`src/rtl/digital_loop_filter_pkg.sv`:
```
// -----------------------------------------------------------------------------
// dlf_pkg
// Shared types and helpers for the digital loop filter.
//   lock_state_e : lock-detector states (IDLE, ACQ, LOCKED)
//   calc_t       : wide signed type used for every intermediate filter sum
//   clamp_res_t  : clamped value plus a flag saying whether clamping occurred
//   sclamp()     : signed clamp of a calc_t value into [lo, hi]
// -----------------------------------------------------------------------------
package dlf_pkg;

  typedef enum logic [1:0] {
    IDLE   = 2'd0,
    ACQ    = 2'd1,
    LOCKED = 2'd2
  } lock_state_e;

  // Every intermediate sum is carried at this width. It must be at least
  // Nout+FRAC+2 bits so an integrator at full scale plus the largest
  // shifted error can never wrap before it is clamped.
  localparam int unsigned CALC_W = 32;

  typedef logic signed [CALC_W-1:0] calc_t;

  typedef struct packed {
    calc_t value;
    logic  clipped;
  } clamp_res_t;

  // Signed clamp into [lo, hi]; clipped is set when either bound was applied.
  function automatic clamp_res_t sclamp(input calc_t x, input calc_t lo, input calc_t hi);
    clamp_res_t r;
    r.value   = x;
    r.clipped = 1'b0;
    if (x < lo) begin
      r.value   = lo;
      r.clipped = 1'b1;
    end else if (x > hi) begin
      r.value   = hi;
      r.clipped = 1'b1;
    end
    return r;
  endfunction

endpackage

```
`src/rtl/digital_loop_filter_lock_detect.sv`:
```
// -----------------------------------------------------------------------------
// lock_detect
// Lock indicator for the loop filter. A sample is in-lock when |e_q| <=
// LOCK_TOL. LOCK_CNT consecutive in-lock samples declare lock; UNLOCK_CNT
// consecutive out-of-lock samples drop it. Deasserting en forces IDLE.
// Ports:
//   clk_ref : clock
//   rstn    : synchronous active-low reset
//   en      : loop enable (live input, wins over any lock transition)
//   e_q     : registered timing error (signed Nbit)
//   e_vld   : e_q holds a fresh sample this cycle
//   locked  : registered lock flag, high exactly while the state is LOCKED
// -----------------------------------------------------------------------------
module lock_detect
  import dlf_pkg::*;
#(
  parameter int Nbit       = 4,
  parameter int LOCK_TOL   = 1,
  parameter int LOCK_CNT   = 16,
  parameter int UNLOCK_CNT = 4
) (
  input  logic                   clk_ref,
  input  logic                   rstn,
  input  logic                   en,
  input  logic signed [Nbit-1:0] e_q,
  input  logic                   e_vld,
  output logic                   locked
);

  localparam int MAX_CNT = (LOCK_CNT > UNLOCK_CNT) ? LOCK_CNT : UNLOCK_CNT;
  localparam int CW      = $clog2(MAX_CNT + 1);
  localparam int AW      = Nbit + 1;

  localparam logic [CW-1:0] LOCK_CNT_C   = CW'(LOCK_CNT);
  localparam logic [CW-1:0] UNLOCK_CNT_C = CW'(UNLOCK_CNT);
  localparam logic [AW-1:0] TOL_C        = AW'(LOCK_TOL);

  lock_state_e   r_state;
  logic [CW-1:0] r_cnt;
  logic          r_locked;

  logic [AW-1:0] w_e_wide;
  logic [AW-1:0] w_abs;
  logic          w_in_lock;
  logic [CW-1:0] w_cnt_inc;

  // One extra bit so that the most negative code has a representable magnitude.
  assign w_e_wide  = {e_q[Nbit-1], e_q};
  assign w_abs     = w_e_wide[AW-1] ? (~w_e_wide + 1'b1) : w_e_wide;
  assign w_in_lock = (w_abs <= TOL_C);
  assign w_cnt_inc = r_cnt + 1'b1;

  always_ff @(posedge clk_ref) begin
    if (!rstn) begin
      r_state  <= IDLE;
      r_cnt    <= '0;
      r_locked <= 1'b0;
    end else if (!en) begin
      r_state  <= IDLE;
      r_cnt    <= '0;
      r_locked <= 1'b0;
    end else if (e_vld) begin
      case (r_state)
        // The sample that wakes the detector already counts toward lock.
        IDLE: begin
          r_state  <= ACQ;
          r_cnt    <= w_in_lock ? CW'(1) : '0;
          r_locked <= 1'b0;
        end
        ACQ: begin
          if (w_in_lock) begin
            if (w_cnt_inc >= LOCK_CNT_C) begin
              r_state  <= LOCKED;
              r_cnt    <= '0;
              r_locked <= 1'b1;
            end else begin
              r_cnt <= w_cnt_inc;
            end
          end else begin
            r_cnt <= '0;
          end
        end
        LOCKED: begin
          if (!w_in_lock) begin
            if (w_cnt_inc >= UNLOCK_CNT_C) begin
              r_state  <= ACQ;
              r_cnt    <= '0;
              r_locked <= 1'b0;
            end else begin
              r_cnt <= w_cnt_inc;
            end
          end else begin
            r_cnt <= '0;
          end
        end
        default: begin
          r_state  <= IDLE;
          r_cnt    <= '0;
          r_locked <= 1'b0;
        end
      endcase
    end
  end

  assign locked = r_locked;

endmodule

```
`src/rtl/digital_loop_filter.sv`:
```
// -----------------------------------------------------------------------------
// digital_loop_filter
// Proportional-integral loop filter between a TDC and a DCO.
//   stage 1: tdc_in -> e_q (captured while en=1), e_vld = en
//   stage 2: integ  <= clamp(integ + (e_q <<< KI_SHIFT))
//            dco    <= clamp((integ_next >> FRAC) + (e_q <<< KP_SHIFT))
// Ports:
//   clk_ref    : reference clock (only clock)
//   rstn       : synchronous active-low reset
//   en         : loop enable
//   tdc_in     : signed Nbit timing error
//   dco_code   : unsigned Nout DCO control word
//   code_valid : dco_code was updated on this edge
//   locked     : lock indicator from lock_detect
//   sat        : integrator or output clamp was active on this update
// -----------------------------------------------------------------------------
module digital_loop_filter
  import dlf_pkg::*;
#(
  parameter int Nbit       = 4,
  parameter int Nout       = 10,
  parameter int FRAC       = 4,
  parameter int KP_SHIFT   = 2,
  parameter int KI_SHIFT   = 0,
  parameter int CODE_INIT  = 512,
  parameter int LOCK_TOL   = 1,
  parameter int LOCK_CNT   = 16,
  parameter int UNLOCK_CNT = 4
) (
  input  logic                   clk_ref,
  input  logic                   rstn,
  input  logic                   en,
  input  logic signed [Nbit-1:0] tdc_in,
  output logic        [Nout-1:0] dco_code,
  output logic                   code_valid,
  output logic                   locked,
  output logic                   sat
);

  localparam int IW = Nout + FRAC;

  localparam calc_t INTEG_MAX = calc_t'((64'sd1 <<< IW) - 64'sd1);
  localparam calc_t CODE_MAX  = calc_t'((64'sd1 <<< Nout) - 64'sd1);
  localparam calc_t ZERO_C    = '0;

  localparam logic [IW-1:0]   INTEG_INIT = IW'(CODE_INIT << FRAC);
  localparam logic [Nout-1:0] CODE_INIT_C = Nout'(CODE_INIT);

  // Stage 1 registers
  logic signed [Nbit-1:0] r_e_q;
  logic                   r_e_vld;

  // Stage 2 registers
  logic [IW-1:0]   r_integ;
  logic [Nout-1:0] r_dco;
  logic            r_code_valid;
  logic            r_sat;

  // Datapath (all in the wide signed domain so nothing wraps before clamping)
  calc_t      w_e_ext;
  calc_t      w_integ_ext;
  calc_t      w_integ_sum;
  calc_t      w_prop_sum;
  clamp_res_t w_integ_clamp;
  clamp_res_t w_code_clamp;

  assign w_e_ext       = {{(CALC_W-Nbit){r_e_q[Nbit-1]}}, r_e_q};
  assign w_integ_ext   = {{(CALC_W-IW){1'b0}}, r_integ};
  assign w_integ_sum   = w_integ_ext + (w_e_ext <<< KI_SHIFT);
  assign w_integ_clamp = sclamp(w_integ_sum, ZERO_C, INTEG_MAX);
  // The clamped integrator is non-negative, so the arithmetic shift is a plain floor.
  assign w_prop_sum    = (w_integ_clamp.value >>> FRAC) + (w_e_ext <<< KP_SHIFT);
  assign w_code_clamp  = sclamp(w_prop_sum, ZERO_C, CODE_MAX);

  // Stage 1: error capture
  always_ff @(posedge clk_ref) begin
    if (!rstn) begin
      r_e_q   <= '0;
      r_e_vld <= 1'b0;
    end else begin
      r_e_vld <= en;
      if (en) begin
        r_e_q <= tdc_in;
      end
    end
  end

  // Stage 2: integrator and output word. A sample captured on the last
  // enabled edge is still applied on the following edge; after that the
  // state holds until new samples arrive.
  always_ff @(posedge clk_ref) begin
    if (!rstn) begin
      r_integ      <= INTEG_INIT;
      r_dco        <= CODE_INIT_C;
      r_code_valid <= 1'b0;
      r_sat        <= 1'b0;
    end else begin
      r_code_valid <= r_e_vld;
      r_sat        <= 1'b0;
      if (r_e_vld) begin
        r_integ <= w_integ_clamp.value[IW-1:0];
        r_dco   <= w_code_clamp.value[Nout-1:0];
        r_sat   <= w_integ_clamp.clipped | w_code_clamp.clipped;
      end
    end
  end

  lock_detect #(
    .Nbit       (Nbit),
    .LOCK_TOL   (LOCK_TOL),
    .LOCK_CNT   (LOCK_CNT),
    .UNLOCK_CNT (UNLOCK_CNT)
  ) u_lock_detect (
    .clk_ref (clk_ref),
    .rstn    (rstn),
    .en      (en),
    .e_q     (r_e_q),
    .e_vld   (r_e_vld),
    .locked  (locked)
  );

  assign dco_code   = r_dco;
  assign code_valid = r_code_valid;
  assign sat        = r_sat;

endmodule
```
`config.mk`:
```
export PLATFORM = sky130hd
export DESIGN_NAME = digital_loop_filter
export DESIGN_NICKNAME = d
export VERILOG_FILES = /design/src/rtl/digital_loop_filter_pkg.sv /design/src/rtl/digital_loop_filter_lock_detect.sv /design/src/rtl/digital_loop_filter.sv
export SDC_FILE = /design/constraint.sdc
export NUM_CORES = 1
export LEC_CHECK = 0
export ABC_AREA = 1
export BUFFER_PORTS_ARGS = -buffer_cell sky130_fd_sc_hd__clkbuf_2
export CAP_MARGIN = 20
export CORE_MARGIN = 4
export CORE_UTILIZATION = 39
export DETAILED_ROUTE_END_ITERATION = 10
export PLACE_DENSITY = 0.64
export SKIP_CTS_REPAIR_TIMING = 1
export SLEW_MARGIN = 15
export SYNTH_ARGS = -nofsm -noshare
export SYNTH_HDL_FRONTEND = slang
export SYNTH_SLANG_ARGS = --single-unit
```
`constraint.sdc`:
```
create_clock -name clk_ref -period 5.4 [get_ports clk_ref]
set_input_delay 0.27 -clock clk_ref [delete_from_list [all_inputs] [get_ports clk_ref]]
set_output_delay 0.27 -clock clk_ref [all_outputs]
set_load 0.1 [all_outputs]
```
# [Word level (Yosys, flattened, before mapping)]
# Index checks and enable logic that the tools add are counted.
[word_totals] register_bits=39 latchBits=0 ramBits=0 romBits=0 out_inout_bits=13 memories=0
[op_classes] addsub=4 mul=0 div_mod_pow=0 order_cmp=7 n_eq_ne=6 n_shift=0 n_mux=21 n_bitwise=2 n_reduce_logical=4
[ops] op="33-bit two-way mux" n=2
[ops] op="28-bit by 6-bit adder with 29-bit output" n=1
[ops] op="29-bit by 11-bit greater-than comparator with 1-bit output, second input constant" n=1
[ops] op="29-bit by 1-bit less-than comparator with 1-bit output, second input constant" n=1
[ops] op="5-bit two-way mux" n=5
[ops] op="11-bit two-way mux" n=2
[ops] op="15-bit by 4-bit adder with 16-bit output" n=1
[ops] op="16-bit by 15-bit greater-than comparator with 1-bit output, second input constant" n=1
[ops] op="16-bit by 1-bit less-than comparator with 1-bit output, second input constant" n=1
[ops] op="5-bit case mux with 3 select lines" n=1
[ops] op="5-bit by 1-bit adder with 5-bit output, second input constant" n=2
[ops] op="2-bit two-way mux" n=4
[ops] op="2-bit by 1-bit inequality test with 1-bit output, second input constant" n=3
[ops] op="2-bit case mux with 3 select lines" n=1
[ops] op="5-bit by 3-bit >= comparator with 1-bit output, second input constant" n=1
[ops] op="5-bit >= comparator, second input constant" n=1
[ops] op="5-bit by 1-bit <= comparator with 1-bit output, second input constant" n=1
[ops] op="1-bit two-way mux" n=5
[ops] op="5-bit inverter" n=1
[ops] op="5-bit AND reduction" n=1
[ops] op="2-bit AND reduction" n=2
[ops] op="2-bit by 1-bit equality test with 1-bit output, second input constant" n=1
[ops] op="2-bit equality test, second input constant" n=1
[ops] op="2-bit logical NOT" n=1
[ops] op="3 further kinds" n=3

# [Longest topological paths before layout]
# Gate-level depths: netlist of the first run.
[logic_depth] depth_word=9 ltp_mapped=30

# [By module]
# From an unflattened synthesis of the first run, not the netlist that was laid out.
[hier_totals] cells_unflattened=425 area_unflattened_um2=2972.9
[modules_own_cells] module="digital_loop_filter" n_inst=1 cells_per_inst=345 area_each_um2=2464.9 seq_area_each_um2=620.6
[modules_own_cells] module="lock_detect" n_inst=1 cells_per_inst=80 area_each_um2=508.0 seq_area_each_um2=140.1

# [Worst setup path after synthesis of the first run]
# OpenSTA, ideal clock, no wires.
[synth_timing] path_type="register to register" start="reg r_e_q[3]" end="reg r_dco[0], in the netlist dco_code[0]" setup_time_ns=0.115 arrival_ns=3.876 required_time_ns=5.285 slack_ns=1.408 path_stages_with_launch=25 n_path_buf=1 synth_period_minus_slack_ns=3.992 cell_sequence="dfxtp_1 -> ha_1 -> nand2_1 -> inv_1 -> a21oi_1 -> nand2_2 -> nand2_2 -> nand3_1 -> nand2_4 -> o21ai_0 -> inv_1 -> ha_1 -> inv_1 -> fa_1 -> o21ai_0 -> nand4_1 -> nand2_1 -> nand2_1 -> ha_1 -> nand2_1 -> nor2_1 -> buf_4 -> nand3_1 -> nand2_1 -> nand2_1"
[synth_lines] item="start: declaration" line_no="digital_loop_filter.sv:50" text="logic signed [Nbit-1:0] r_e_q;"
[synth_lines] item="start signal: assignment" line_no="digital_loop_filter.sv:83" text="r_e_q <= tdc_in;"
[synth_lines] item="end signal: assignment" line_no="digital_loop_filter.sv:102" text="r_dco <= w_code_clamp.value[Nout-1:0];"
[synth_lines] item="end: declaration" line_no="digital_loop_filter.sv:55" text="logic [Nout-1:0] r_dco;"

==> metrics.md, run 1 <==
| Metric | Value |
|---|---|
| Crit-path max cell delay | `0.68 ns` |
| Measured slew at the worst slew-check pin | `0.745 ns` |
| Cell taking the most area after synthesis | `dfxtp_1` |
| R2R setup slack | `0.70 ns` |
| Port Buf Inserts | `19` |
| Most used cell, CP | `nand2_1` |
| Worst EP arrival | `4.90 ns` |
| Slew headroom | `50.2%` |
| CP Launch Type | `flip-flop` |
| Cell Rows | `31` |
| Synth Net Count | `465` |
| Comb power frac | `36.1%` |
| TritonRoute pass-1 iters | `4` |
| GRT Overall Usage | `16.5%` |
| Seq pwr share | `37.0%` |
| Static leakage | `1.71 nW` |
| Top cells by area, synth | `dfxtp_1, nand2_1, ha_1` |
| Critical path buffers and inverters | `4` |
| Max Clk Rate | `0.213 GHz` |
| Wirelength per Cell | `12.3 um` |
| Final Max Tran Viols | `0` |
| CP Max Fanout | `14` |
| Sequential area share after synthesis | `25.7%` |
| Largest net degree at the start of global routing | `15` |
| Status | `completed` |
| DRT iter0 DRCs | `137` |
| Starting Density | `40.4%` |
| Remaining DRCs | `0` |
| Register Area | `761 sq um` |
| Final worst path period need | `4.70 ns` |
| Hold Crit Class | `in -> reg` |
| Clk network pwr share | `26.8%` |
| Synthesized instance count | `430` |
| Clk_skew | `0.00523 ns` |
| CTS Buf Count | `5` |
| Fillers | `744` |
| DR vias | `2668` |
| Layout cells sized above 1 | `14.3%` |
| I/O pins | `20` |
| Switch Pwr | `0.000343 W` |
| RSZ-0062 raised after global routing | `no` |
| Most frequent cells in the layout | `nand2_1, inv_1, dfxtp_1` |
| Clock transition at path regs | `0.09 ns` |
| Crit path required time | `5.60 ns` |
| Setup Viol. Count Final | `0` |
| Die H | `95.1 um` |
| Die Area | `0.00904 sq mm` |
| Ys Warns | `0` |
| DR vias/cell | `4.83` |
| Critical Path Sink Type | `flip-flop` |
| Remaining antenna violation count | `0` |
| CORE AREA | `0.00733 sq mm` |
| Diode count | `0` |
| Number of max-cap violations | `0` |
| Crit path cell chain | `ha_1 > nand2_1 > inv_1 > a21oi_1 > nand2_2 > nand2_2 > nand3_1 > nand2_4 > o21ai_0 > inv_1 > ha_1 > inv_1 > fa_1 > o21ai_0 > nand4_1 > nand2_1 > nand2_1 > ha_1 > nand2_1 > nor2_1 > buf_4 > nand3_2 > nand2_1 > nand2_1` |
| CP top delay family | `simple AND/OR/NAND/NOR gates` |
| Initial antenna violation count | `0` |
| Multi-input logic area | `0.00189 sq mm` |
| Pre-CTS WS | `0.731 ns` |
| Synth top area share | `25.7%` |
| Sw frac | `41.0%` |
| Placer Congestion | `0.853` |
| Total wire length | `6810 um` |
| Setup tns final | `0 ns` |
| PnR worst setup slack | `0.695 ns` |
| Pwr Density | `258 mW/mm^2` |
| Crit Path Class | `reg -> reg` |
| Syn-to-layout area delta | `9.47%` |
| Crit share post-route | `87.1%` |
| Commonest non-fill, non-tap cell in the layout | `nand2_1` |
| Detail Placement HPWL | `5400 um` |
| P_int | `0.000493 W` |
| Slowest-stage cell, CP | `dfxtp_1` |
| Mapped cell area | `0.00296 sq mm` |
| Yosys cell types | `39` |
| Prevailing post-synth register cell | `dfxtp_1` |
| Post-synth EDFFs | `0` |
| Nets | `487` |
| CTS sink cnt | `38` |
| First-pass GRT wire length | `11800 um` |
| Die X | `95.1 um` |
| Seq cells post-synth | `38` |
| CTS tree | `done` |
| GRT overflow | `0` |
| CTS H-tree lvls | `2` |
| Post-synth ARST share | `0%` |
| Peak VDD IR | `125 uV` |
| Root Buffer | `clkbuf_8` |
| Syn avg cell area | `6.88 sq um` |
| Vias in the first global route | `2661` |
| Hold Fails Final Rpt | `0` |
| Clk_lat worst skew | `0.30 ns` |
| Clk buf depth | `2` |
-- power by group through the flow --
stage	combinational [W]	clock [W]	sequential [W]
2_1_floorplan	0.000199	0	0.000365
3_3_place_gp	0.000300	0	0.000316
3_5_place_dp	0.000301	0	0.000317
4_1_cts	0.000303	0.000234	0.000310
5_1_grt	0.000340	0.000239	0.000312
6_report	0.000302	0.000224	0.000310
-- worst reg2reg max path: stages, from the launching register on --
cell and delay (ns):
dfxtp_1 0.68, ha_1 0.39, nand2_1 0.12, inv_1 0.05, a21oi_1 0.16, nand2_2 0.12, nand2_2 0.11, nand3_1 0.12
nand2_4 0.17, o21ai_0 0.15, inv_1 0.08, ha_1 0.16, inv_1 0.06, fa_1 0.40, o21ai_0 0.43, nand4_1 0.18
nand2_1 0.10, nand2_1 0.06, ha_1 0.27, nand2_1 0.05, nor2_1 0.28, buf_4 0.25, nand3_2 0.09, nand2_1 0.09
nand2_1 0.05
-- cell usage after synthesis (2+ instances only) --
| library cell | count |
|---|---|
| o21ai_0 | 19 |
| inv_1 | 64 |
| xnor2_1 | 8 |
| nand2_4 | 6 |
| fa_1 | 2 |
| nand4_1 | 2 |
| nor3_1 | 5 |
| ha_1 | 26 |
| nand2_1 | 126 |
| nor3_2 | 2 |
| a22o_1 | 3 |
| nand3_2 | 11 |
| nand3_1 | 21 |
| a31oi_1 | 4 |
| nor2_1 | 29 |
| nand2_2 | 10 |
| a21oi_1 | 22 |
| buf_6 | 3 |
| xor2_1 | 10 |
| dfxtp_1 | 38 |
-- metrics by stage --
stage / util [%] / total power, W / hold slack, ns / cells / area [sq um]
floorplan: - / 0.000563 / 0.349 / 430 / 2960
global placement: 42.8 / 0.000617 / 0.438 / 544 / 3140
detailed placement: 42.8 / 0.000618 / 0.438 / 544 / 3140
CTS: 44.2 / 0.000847 / 0.193 / 552 / 3240
finish: 44.2 / 0.000837 / 0.202 / 552 / 3240
global route: 44.2 / 0.000891 / 0.217 / 552 / 3240
-- cells by family after synthesis --
kind of cell               synth area share [%]
buffers and inverters                      10.3
adders and majority gates                  12.3
DFF                                        25.7
and+or+nand+nor                            34.9
xor gates and xnor gates                   5.33
AOI/OAI and AO/OA                          11.5
-- sequential cells by signal, summed over array words and instances (netlist names) --
name and flops:
code_valid 1, dco_code 10, r_e_q 4, r_e_vld 1
r_integ 14, sat 1, u_lock_detect.locked 1, u_lock_detect.r_cnt 5
u_lock_detect.r_state 1
-- path summary, 6_finish.rpt --
path                            cells after the start         from          end
worst min register to register                      2  dco_code[6]  dco_code[6]
worst min-delay path                                3    tdc_in[2]     r_e_q[2]
worst max-delay path                               24     r_e_q[3]  dco_code[5]
worst max register to register                     24     r_e_q[3]  dco_code[5]
-- area by class of cell --
| class | count | share of cell area (%) |
|---|---|---|
| Clock buffer | 6 | 2.55 |
| Clock inverter | 2 | 0.502 |
| Inverter | 65 | 7.53 |
| Multi-Input combinational cell | 320 | 58.5 |
| Sequential cell | 38 | 23.5 |
| Tap cell | 99 | 3.82 |
| Timing Repair Buffer | 22 | 3.63 |
-- routing by layer --
layer | wire length, um | vias up | part of all wire (%) | track usage (%)
li1 | - | 1418 | - | -
met1 | 3280 | 1194 | 48 | 21.4
met2 | 3170 | 48 | 47 | 27.5
met3 | 269 | 8 | 3.9 | 3.00
met4 | 93 | 0 | 1.4 | 5.29
met5 | 0 | - | 0 | 0
Note: power is estimated with default switching activity, not from simulation.
==> run 2, diff against run 1 <==
--- a/config.mk
+++ b/config.mk
@@ -12,6 +12,7 @@
 export CORE_UTILIZATION = 39
 export DETAILED_ROUTE_END_ITERATION = 10
 export PLACE_DENSITY = 0.64
+export RECOVER_POWER = 50
 export SKIP_CTS_REPAIR_TIMING = 1
 export SLEW_MARGIN = 15
 export SYNTH_ARGS = -nofsm -noshare
==> run 2 against run 1 <==
Die area unchanged. Setup slack lost 0.018 ns. Non-clock buffer count stayed put. Clock power about the same. Critical endpoint unchanged. Largest cell class unchanged. Largest power group unchanged.
==> metrics.md, run 2 (synthesis results as in run 1) <==
| Metric | Value |
|---|---|
| Status | `completed` |
| Wirelength per Cell | `12.4 um (+0.48%)` |
| Worst r2r src | `r_e_q[3]` |
| Remaining DRCs | `0 (unchanged)` |
| Root Buffer | `clkbuf_8` |
| Largest net degree at the start of global routing | `15 (unchanged)` |
| Starting Density | `40.4% (unchanged)` |
| Critical Path Sink Type | `flip-flop` |
| R2R setup slack | `0.68 ns (-0.02 ns)` |
| Cell Rows | `31 (unchanged)` |
| Measured slew at the worst slew-check pin | `1.19 ns (+0.449 ns)` |
| CTS tree | `done` |
| GRT overflow | `0 (unchanged)` |
| CORE AREA | `0.00733 sq mm (unchanged)` |
| Reg2reg end | `dco_code[5]` |
| CTS sink cnt | `38 (unchanged)` |
| Commonest non-fill, non-tap cell in the layout | `nand2_1` |
| GRT Overall Usage | `16.5% (unchanged)` |
| Fillers | `754 (+1.3%)` |
| Register Area | `761 sq um (unchanged)` |
| CTS Buf Count | `5 (unchanged)` |
| Worst EP arrival | `4.92 ns (+0.02 ns)` |
| DR vias | `2678 (+0.37%)` |
| Max reg flops | `14 (unchanged)` |
| Vias in the first global route | `2661 (unchanged)` |
| Hold Fails Final Rpt | `0 (unchanged)` |
| Multi-input logic area | `0.00189 sq mm (unchanged)` |
| RSZ-0062 raised after global routing | `no` |
| Detail Placement HPWL | `5400 um (unchanged)` |
| Placer Congestion | `0.853 (unchanged)` |
| Crit share post-route | `87.5% (+0.34 points)` |
| Clk buf depth | `2 (unchanged)` |
| Nets | `487 (unchanged)` |
| Setup crit end | `dco_code[5]` |
| Crit Path Class | `reg -> reg` |
| Total power | `0.000836 W (about the same)` |
| DRT iter0 DRCs | `110 (-20%)` |
| Slew headroom | `20.8% (-29 points)` |
| Remaining antenna violation count | `0 (unchanged)` |
| Diode count | `0 (unchanged)` |
| Design Area, Final | `0.00322 sq mm (-0.54%)` |
| First-pass GRT wire length | `11800 um (unchanged)` |
| Pwr Density | `260 mW/mm^2 (+0.49%)` |
| CTS H-tree lvls | `2 (unchanged)` |
| DR vias/cell | `4.85 (+0.37%)` |
| Layout cells sized above 1 | `11.3% (-3.1 points)` |
| Crit path required time | `5.60 ns (about the same)` |
| Static leakage | `1.66 nW (-2.7%)` |
| Number of max-cap violations | `0 (unchanged)` |
| Setup tns final | `0 ns (unchanged)` |
| Die X | `95.1 um (unchanged)` |
| Post-Layout Cell Count | `552 (unchanged)` |
| Clk_skew | `0.00463 ns (-0.000595 ns)` |
| Port Buf Inserts | `19 (unchanged)` |
| CP startpoint | `r_e_q[3]` |
| Top reg by flops | `r_integ` |
| Placed cell area | `0.00314 sq mm (unchanged)` |
| Syn-to-layout area delta | `8.88%` |
| Peak VDD IR | `125 uV (-0.46%)` |
| CP Max Fanout | `14 (unchanged)` |
| Final worst path period need | `4.72 ns (+0.0185 ns)` |
| Clock transition at path regs | `0.09 ns (about the same)` |
| Max Clk Rate | `0.212 GHz (-0.39%)` |
| Reg2reg path depth | `24 (unchanged)` |
| Final Max Tran Viols | `0 (unchanged)` |
| Initial antenna violation count | `0 (unchanged)` |
| Total wire length | `6850 um (+0.48%)` |
| Hold Crit Class | `in -> reg` |
| Most frequent cells in the layout | `nand2_1, inv_1, dfxtp_1` |
| Die Area | `0.00904 sq mm (unchanged)` |
| TritonRoute pass-1 iters | `4 (unchanged)` |
| I/O pins | `20 (unchanged)` |
| Setup Viol. Count Final | `0 (unchanged)` |
| Clk_lat worst skew | `0.30 ns (about the same)` |
| Die H | `95.1 um (unchanged)` |
| Placed instance count | `544 (unchanged)` |
| CP Launch Type | `flip-flop` |
run 2: layer usage:
metal | vias to the layer above | routed length (um) | global-route usage, %
met2 | 53 | 3180 | 27.5
met4 | 0 | 97 | 5.29
met3 | 8 | 314 | 3.00
met5 | - | 0 | 0
met1 | 1201 | 3260 | 21.4
li1 | 1416 | - | -
run 2: where the power goes:
part	total, W	leakage (nW)	switching [W]	internal, W
combinational	0.000301	1.30	0.000211	0.0000896
sequential	0.000310	0.311	0.0000134	0.000297
clock	0.000225	0.0478	0.000120	0.000105
total	0.000836	1.66	0.000345	0.000492
run 2: worst min path at each step:
stage	startpoint	end	slack [ns]	depth (start not counted)
2_1_floorplan	rstn	r_integ[13]	0.35	1
3_3_place_gp	dco_code[7]	dco_code[7]	0.44	2
3_5_place_dp	dco_code[6]	dco_code[6]	0.44	2
4_1_cts	tdc_in[2]	r_e_q[2]	0.19	3
5_1_grt	tdc_in[2]	r_e_q[2]	0.22	3
6_report	tdc_in[2]	r_e_q[2]	0.20	3
run 2: layout make-up:
class | count | share of cell area, %
inverters | 65 | 7.57
multi-input cells | 320 | 58.8
clock buffers | 6 | 2.56
flip-flops and latches | 38 | 23.6
clock inverters | 2 | 0.505
well taps | 99 | 3.84
repair buffers | 22 | 3.11
run 2: worst max-delay path: stages (launching register included):
cell	delay, ns
dfxtp_1	0.69
ha_1	0.39
nand2_1	0.12
inv_1	0.05
a21oi_1	0.16
nand2_2	0.12
nand2_2	0.11
nand3_1	0.12
nand2_4	0.17
o21ai_0	0.15
inv_1	0.08
ha_1	0.16
inv_1	0.06
fa_1	0.40
o21ai_0	0.43
nand4_1	0.18
nand2_1	0.10
nand2_1	0.05
ha_1	0.27
nand2_1	0.05
nor2_1	0.28
buf_4	0.25
nand3_2	0.09
nand2_1	0.09
nand2_1	0.05
run 2: through the flow:
| step | hold WS (ns) | utilization, % | setup slack, ns |
|---|---|---|---|
| after floorplan | 0.349 | - | 1.41 |
| after global placement | 0.438 | 42.8 | 0.888 |
| after detailed placement | 0.438 | 42.8 | 0.731 |
| after CTS | 0.193 | 44.2 | 0.705 |
| after global routing | 0.217 | 43.9 | 0.204 |
| final | 0.204 | 43.9 | 0.677 |
==> run 3, diff against run 2 <==
==> constraint.sdc (replaced) <==
create_clock -name clk_ref -period 5.3 [get_ports clk_ref]
set_input_delay 0.265 -clock clk_ref [delete_from_list [all_inputs] [get_ports clk_ref]]
set_output_delay 0.265 -clock clk_ref [all_outputs]
set_load 0.1 [all_outputs]
==> run 3 against run 2 <==
Critical path depth up 2. Clock power down 5%. Largest power group unchanged. Die area unchanged. Fmax up 3.8%. Utilization down 0.051 points. Sequential share of layout area about the same. Routed wire length up 0.12%. Critical path type unchanged. Non-clock buffer count unchanged. Global-route usage down 0.22 points. Clock skew up 0.0085 ns.
==> metrics.md, run 3 (synthesis results as in run 1) <==
| Metric | Value |
|---|---|
| Status | `completed` |
| Crit path required time | `5.49 ns (-0.11 ns)` |
| CTS H-tree lvls | `2 (unchanged)` |
| Max Clk Rate | `0.220 GHz (+3.8%)` |
| Initial antenna violation count | `0 (unchanged)` |
| Register Area | `761 sq um (unchanged)` |
| CTS tree | `done` |
| Placer Congestion | `0.865 (+1.5%)` |
| Max reg flops | `14 (unchanged)` |
| Top reg by flops | `r_integ` |
| Core Util, Final | `43.9% (-0.051 points)` |
| DR vias/cell | `4.88 (+0.52%)` |
| Pwr Density | `260 mW/mm^2 (+0.29%)` |
| Measured slew at the worst slew-check pin | `1.19 ns (+0.000227 ns)` |
| Largest net degree at the start of global routing | `15 (unchanged)` |
| Remaining DRCs | `0 (unchanged)` |
| Switch Pwr | `0.000339 W (-1.6%)` |
| Number of max-cap violations | `0 (unchanged)` |
| P_int | `0.000498 W (+1.4%)` |
| Crit share post-route | `85.8% (-1.6 points)` |
| GRT Overall Usage | `16.3% (-0.22 points)` |
| DR vias | `2692 (+0.52%)` |
| Comb power frac | `36.8% (+0.8 points)` |
| Nets | `487 (unchanged)` |
| Hold Crit Class | `in -> reg` |
| First-pass GRT wire length | `11800 um (-0.23%)` |
| GRT overflow | `0 (unchanged)` |
| CP Max Fanout | `14 (unchanged)` |
| Detail Placement HPWL | `5500 um (+1.9%)` |
| Die H | `95.1 um (unchanged)` |
| Starting Density | `40.4% (unchanged)` |
| Cell Rows | `31 (unchanged)` |
| I/O pins | `20 (unchanged)` |
| Critical Path Sink Type | `flip-flop` |
| CORE AREA | `0.00733 sq mm (unchanged)` |
| Remaining antenna violation count | `0 (unchanged)` |
| Metal1 wirelength | `3320 um (+1.9%)` |
| Final worst path period need | `4.55 ns (-0.174 ns)` |
| Syn-to-layout area delta | `8.75%` |
| Multi-input logic area | `0.00189 sq mm (unchanged)` |
| Setup tns final | `0 ns (unchanged)` |
| Layout cells sized above 1 | `11.3% (unchanged)` |
| Clk_lat worst skew | `0.29 ns (about the same)` |
| Die X | `95.1 um (unchanged)` |
| TritonRoute pass-1 iters | `5 (+1)` |
| Final Max Tran Viols | `0 (unchanged)` |
| Top sig layer | `met4` |
| Met3 WL | `224 um (-29%)` |
| CP Launch Type | `flip-flop` |
| Vias in the first global route | `2581 (-3.0%)` |
| Crit Path Class | `reg -> reg` |
| Hold Fails Final Rpt | `0 (unchanged)` |
| Clk buf depth | `2 (unchanged)` |
| Clk_skew | `0.0131 ns (+0.00846 ns)` |
| DRT iter0 DRCs | `108 (-1.8%)` |
| CTS sink cnt | `38 (unchanged)` |
| Port Buf Inserts | `19 (unchanged)` |
| Clk network pwr share | `25.5% (-1.5 points)` |
| Peak VDD IR | `154 uV (+24%)` |
| Fillers | `778 (+3.2%)` |
| CTS Buf Count | `5 (unchanged)` |
| Clock transition at path regs | `0.08 ns (about the same)` |
| Worst EP arrival | `4.74 ns (-0.18 ns)` |
| Commonest non-fill, non-tap cell in the layout | `nand2_1` |
| RSZ-0062 raised after global routing | `no` |
| Setup Viol. Count Final | `0 (unchanged)` |
| Root Buffer | `clkbuf_8` |
| WL met2 | `3270 um (+2.9%)` |
| Static leakage | `1.66 nW (about the same)` |
| Die Area | `0.00904 sq mm (unchanged)` |
| Most frequent cells in the layout | `nand2_1, inv_1, dfxtp_1` |
| Sw frac | `40.5% (-0.71 points)` |
| Diode count | `0 (unchanged)` |
| Total wire length | `6860 um (+0.12%)` |
| Slew headroom | `20.8% (about the same)` |
| Wirelength per Cell | `12.4 um (+0.12%)` |
| Seq pwr share | `37.7% (+0.6 points)` |
run 3: cell count changes in the layout (fill, tap and decap cells not counted), sizes merged:
cell | previous run | this run
clkinv | 0 | 1
inv | 66 | 65
run 3: layout make-up:
cell class	instances	area share [%]
clock buffer	6	2.57
clock inverter	2	0.389
inverter	65	7.58
multi-input combinational	320	58.9
sequential	38	23.6
tap	99	3.85
timing repair buffer	22	3.11
run 3: worst paths after layout:
path / start / to / slack (ns) / cells after the start
worst max-delay path: r_e_q[3] / dco_code[4] / 0.75 / 26
worst min-delay path: tdc_in[2] / r_e_q[2] / 0.21 / 3
worst max register to register: r_e_q[3] / dco_code[4] / 0.75 / 26
worst min register to register: dco_code[7] / dco_code[7] / 0.45 / 2
run 3: layer usage:
| metal | track usage [%] | vias up |
|---|---|---|
| met3 | 2.37 | 4 |
| li1 | - | 1418 |
| met2 | 27.9 | 47 |
| met1 | 21.8 | 1223 |
| met4 | 3.00 | 0 |
| met5 | 0 | - |
run 3: critical path, stage by stage, from the launching register on:
cell,delay (ns)
dfxtp_1,0.68
ha_1,0.41
nand2_1,0.09
nand2_1,0.07
nand2_1,0.06
nand2_1,0.05
a21oi_1,0.18
nand2_1,0.07
nand2_1,0.10
nand2_4,0.12
nand2_8,0.13
inv_1,0.05
o21ai_0,0.30
inv_1,0.08
ha_1,0.35
nand2_1,0.06
o21ai_0,0.37
nand4_1,0.18
nand2_1,0.12
nand2_1,0.06
ha_1,0.27
nand2_1,0.04
nor2_1,0.14
buf_4,0.23
nand3_2,0.09
nand2_1,0.07
nand2_1,0.05
run 3: power groups by stage:
stage	combinational [W]	sequential, W	clock [W]
floorplan	0.000202	0.000372	0
global placement	0.000307	0.000322	0
detailed placement	0.000309	0.000322	0
CTS	0.000310	0.000316	0.000222
global route	0.000343	0.000318	0.000235
finish	0.000308	0.000316	0.000214
run 3: metrics by stage:
step	cells	total power (W)	area, sq um	hold slack (ns)	worst slack [ns]
6_report	552	0.000838	3220	0.208	0.751
5_1_grt	552	0.000897	3220	0.224	0.245
4_1_cts	552	0.000848	3240	0.203	0.746
3_5_place_dp	544	0.000631	3140	0.438	0.780
3_3_place_gp	544	0.000629	3140	0.437	0.860
2_1_floorplan	430	0.000574	2960	0.344	1.31
